$ cat config.mk
export PLATFORM = sky130hd
export DESIGN_NAME = adsr_vca
export DESIGN_NICKNAME = d
export VERILOG_FILES = /design/src/rtl/adsr_vca.sv
export SDC_FILE = /design/constraint.sdc
export NUM_CORES = 1
export LEC_CHECK = 0
export ABC_AREA = 1
export CAP_MARGIN = 25
export CORE_ASPECT_RATIO = 1.1
export CORE_UTILIZATION = 50
export CTS_BUF_LIST = sky130_fd_sc_hd__clkbuf_16
export DETAILED_ROUTE_END_ITERATION = 8
export HOLD_SLACK_MARGIN = 0.02
export PLACE_DENSITY = 0.82
export SLEW_MARGIN = 20
export SYNTH_ARGS = -nofsm -noshare
export SYNTH_HDL_FRONTEND = slang
export SYNTH_SLANG_ARGS = --single-unit
$ cat constraint.sdc
create_clock -name clk -period 14.3 [get_ports clk]
set_input_delay 4.29 -clock clk [delete_from_list [all_inputs] [get_ports clk]]
set_output_delay 4.29 -clock clk [all_outputs]
set_load 0.01 [all_outputs]
$ cat src/rtl/adsr_vca.sv
// adsr_vca: ADSR envelope generator driving a VCA. Ports: clk, rst (sync, active-high), tick (envelope strobe), gate (key held), sample_in[M], attack/decay/release_step[E], sustain_level[E] -> sample_out[M], env_out[E], state_out[2:0], active.
module adsr_vca #(
  parameter int M = 12,
  parameter int E = 12
) (
  input  logic         clk,
  input  logic         rst,
  input  logic         tick,
  input  logic         gate,
  input  logic [M-1:0] sample_in,
  input  logic [E-1:0] attack_step,
  input  logic [E-1:0] decay_step,
  input  logic [E-1:0] release_step,
  input  logic [E-1:0] sustain_level,
  output logic [M-1:0] sample_out,
  output logic [E-1:0] env_out,
  output logic [2:0]   state_out,
  output logic         active
);
  typedef enum logic [2:0] {
    IDLE    = 3'd0,
    ATTACK  = 3'd1,
    DECAY   = 3'd2,
    SUSTAIN = 3'd3,
    RELEASE = 3'd4
  } state_t;
  localparam logic [E:0] MAXV = {1'b0, {E{1'b1}}};
  state_t state, state_n;
  logic [E-1:0] env, env_n;
  logic gate_q;
  logic rise, dec_hit, rel_hit;
  logic [E:0] sum;
  logic [M+E-1:0] prod;
  assign rise = gate & ~gate_q;
  assign sum = {1'b0, env} + {1'b0, attack_step};
  assign dec_hit = (env <= sustain_level) || (decay_step >= env - sustain_level);
  assign rel_hit = release_step >= env;
  assign prod = {{E{1'b0}}, sample_in} * {{M{1'b0}}, env};
  always_comb begin
    state_n = state;
    env_n = env;
    if (state > RELEASE) begin
      state_n = IDLE;
      env_n = '0;
    end else if (rise) state_n = ATTACK;
    else if (!gate && state inside {ATTACK, DECAY, SUSTAIN}) state_n = RELEASE;
    else if (tick) begin
      case (state)
        IDLE: env_n = '0;
        ATTACK: begin
          env_n = sum[E] ? {E{1'b1}} : sum[E-1:0];
          state_n = (sum >= MAXV) ? DECAY : ATTACK;
        end
        DECAY: begin
          env_n = dec_hit ? sustain_level : env - decay_step;
          state_n = dec_hit ? SUSTAIN : DECAY;
        end
        SUSTAIN: env_n = sustain_level;
        RELEASE: begin
          env_n = rel_hit ? '0 : env - release_step;
          state_n = rel_hit ? IDLE : RELEASE;
        end
        default: ;
      endcase
    end
  end
  always_ff @(posedge clk) begin
    if (rst) begin
      state <= IDLE;
      env <= '0;
      gate_q <= 1'b0;
      sample_out <= '0;
    end else begin
      state <= state_n;
      env <= env_n;
      gate_q <= gate;
      sample_out <= prod[M+E-1:E];
    end
  end
  assign env_out = env;
  assign state_out = state;
  assign active = state != IDLE;
endmodule

==> flow_summary_export.csv <==
group,metric,value,unit
status,run_status,"complete, no violations",
yosys,post-synth-top-area-cell,"fa_1",
global_route,grt_pass1_wl,43000,um
setup_path,arrival,9390,ps
layout,layout_commonest_cell,"nand2_1",
layout,drive_gt1_frac,0.0247,
floorplan,rows,51,
setup_path,crit_family,"adder cells",
floorplan,ios,92,
yosys,ys.flop_type,"dfxtp_1",
yosys,syn_avg_cell_area,6.43,um^2
sta,relSlewSlack,0.502,
setup_path,r2r-start,"env_out[3]",
floorplan,die_x,131,um
layout,final_cell_mix,"nand2_1, inv_1, ha_1, fa_1, nor2_1",
global_route,grt_max_degree,22,
global_route,antenna_found_initial,0,
floorplan,die_h,144,um
yosys,netlist_area,9130,um^2
setup_path,end_kind,"flip-flop",
sta,fin_skew,3.18,ps
cts,cts_tree,"yes",
layout,fin_nets,1782,
pwr,ir_drop,0.0546,mV
setup_path,path_buf_inv,4,
layout,nFillCells,1641,
setup_path,cp_data_required_time,14450,ps
layout,antenna-diode-count,0,
yosys,synth_top_area_share,0.226,
placement,place.gp.congestion,0.949,
sta,setup_violations,0,
yosys,synth_edf_count,0,
detailed_routing,postRouteAntennaNets,0,
yosys,synth_area_leaders,"fa_1, nand2_1, ha_1",
detailed_routing,routed_via_density,5.29,
yosys,syn_nets,1703,
setup_path,cp-startpoint,"sample_in[9]",
placement,post-place-ws,4840,ps
setup_path,start_kind,"primary input",
yosys,syn_inst,1419,
cts,ctsHoldBuffers,0,
sta,drv_slew,0,
yosys,postSynth.asyncResetShare,0,
detailed_routing,wl,26100,um
floorplan,start_util,0.513,
setup_path,crit_path_frequent_cell,"fa_1",
yosys,synth_cell_types,37,
cts,post_cts_buffers,0,
cts,clockBufferDepth,2,
sta,worstMarginPinSlew,746,ps
detailed_routing,first_pass_iters,6,
layout,multiInputGateArea,7210,um^2
setup_path,max_stage_delay,790,ps
job,maxCapViolCount,0,
sta,fin_ws,5060,ps
pwr,power_density,43.8,nW/um^2
cts,cts_resized,0,
setup_path,cp_max_fo,12,
placement,hpwl,21400,um
yosys,ys_seq_area_frac,0.0614,
sta,max_freq,108,MHz
setup_path,crit_slowest_cell,"clkdlybuf4s50_1",
min_path,hold_class,"reg -> reg",
layout,syn_to_final_growth,14.0,%
cts,h-tree-depth,1,
sta,rsz0062_at_grt,"false",
detailed_routing,drc,0,
cts,root_buffer,"clkbuf_16",
yosys,yosys_warnings,0,
floorplan,die_area,18800,um^2
yosys,synth_seq_cells,28,
sta,tns,0,ps
placement,numPortBuffers,91,
global_route,grt_usage,0.294,
cts,clkSinkCount,28,
pwr,p_leak,6.04,nW
global_route,first_global_vias,9075,
sta,finalCritPeriodShare,0.646,
cts,path_clk_slew,70,ps
floorplan,coreArea,17800,um^2
global_route,gr-total-overflow,0,
sta,finalCriticalPeriod,9240,ps
setup_path,critical_path_class,"in -> reg",
cts,clk_latency,270,ps
cts,cts-buffers-inserted,3,
detailed_routing,wl_per_cell,15.0,um
sta,finalHoldViolations,0,
min_path,hp-start,"gate_q",
detailed_routing,vias,9182,
detailed_routing,drtIter0Drc,566,
layout,register_area,561,um^2
setup_path,path_cells,"clkdlybuf4s50_1, nand2_1, fa_1, inv_1, fa_1, fa_1, fa_1, inv_1, fa_1, inv_1, ha_1, a21oi_1, o21ai_0, o21bai_1, a21oi_1, o21ai_0, o21ai_0, a21oi_1",
[worst min-delay path, delay by kind of cell, from the launching register on]
family	cells	cell delay, ps
DFF	1	310
AOI/OAI and AO/OA	1	70
and+or+nand+nor	2	160
[final timing paths]
kind / end / slack (ps) / cells past startpoint
worst min-delay path: state_out[0] / 590 / 3
worst max-delay path: sample_out[9] / 5060 / 18
worst min register to register: state_out[0] / 590 / 3
worst max register to register: sample_out[9] / 9190 / 18
[stage by stage]
| step | total power, mW | hold slack, ps | util | instances | area (um^2) |
|---|---|---|---|---|---|
| 3_3_place_gp | 0.364 | 565 | 0.578 | 1731 | 10300 |
| 5_1_grt | 0.497 | 623 | 0.584 | 1735 | 10400 |
| 4_1_cts | 0.454 | 587 | 0.584 | 1735 | 10400 |
| 3_5_place_dp | 0.368 | 548 | 0.578 | 1731 | 10300 |
| 6_report | 0.456 | 587 | 0.584 | 1735 | 10400 |
| 2_1_floorplan | 0.276 | 524 | - | 1419 | 9130 |
[Yosys cell counts (2+ instances only)]
cell type and count:
a31oi_1 5, nand2_1 439, nand3b_1 8, nor2_4 2, a21o_1 4, nor3_2 5, clkbuf_1 24, nand2_2 3
nand4_1 16, o21ai_0 30, buf_2 3, nor3_1 6, o21bai_1 10, dfxtp_1 28, inv_1 327, xnor2_1 12
fa_1 103, ha_1 117, nand3_1 66, nand3_2 2, a21oi_1 72, o21a_1 5, a21oi_2 4, buf_6 2
and2_1 3, nor2_2 3, xor2_1 11, nor2_1 100
[registers in the layout (all words and copies together), names as in the netlist]
signal / cells
env_out: 12
gate_q: 1
sample_out: 12
state_out: 3
[metal layers]
metal  track usage  vias to the layer above  part of all wire
met5             0                        -                 0
met3        0.0268                       93             0.056
met1         0.350                     4223              0.40
li1              -                     4483                 -
met4         0.142                        0             0.053
met2         0.526                      383              0.49
[where the power goes]
part / internal (mW) / switching (mW)
Combinational: 0.111 / 0.172
Clock: 0.0558 / 0.0283
Sequential: 0.0837 / 0.00505
Total: 0.250 / 0.206
[cell type report]
class / instances / area share
Clock buffer: 3 / 0.00722
Clock inverter: 1 / 0.00289
Inverter: 328 / 0.118
Multi-Input combinational cell: 1034 / 0.693
Sequential cell: 28 / 0.0539
Tap cell: 238 / 0.0286
Timing Repair Buffer: 103 / 0.0962
[cell families after synthesis]
group                      Yosys count  share of synthesized area
AOI/OAI and AO/OA                  136                     0.0839
and+or+nand+nor                    655                      0.297
DFF                                 28                     0.0614
buffers and inverters              357                      0.149
adders and majority gates          220                      0.386
xor gates and xnor gates            23                     0.0221
(Power assumes the default switching activity.)
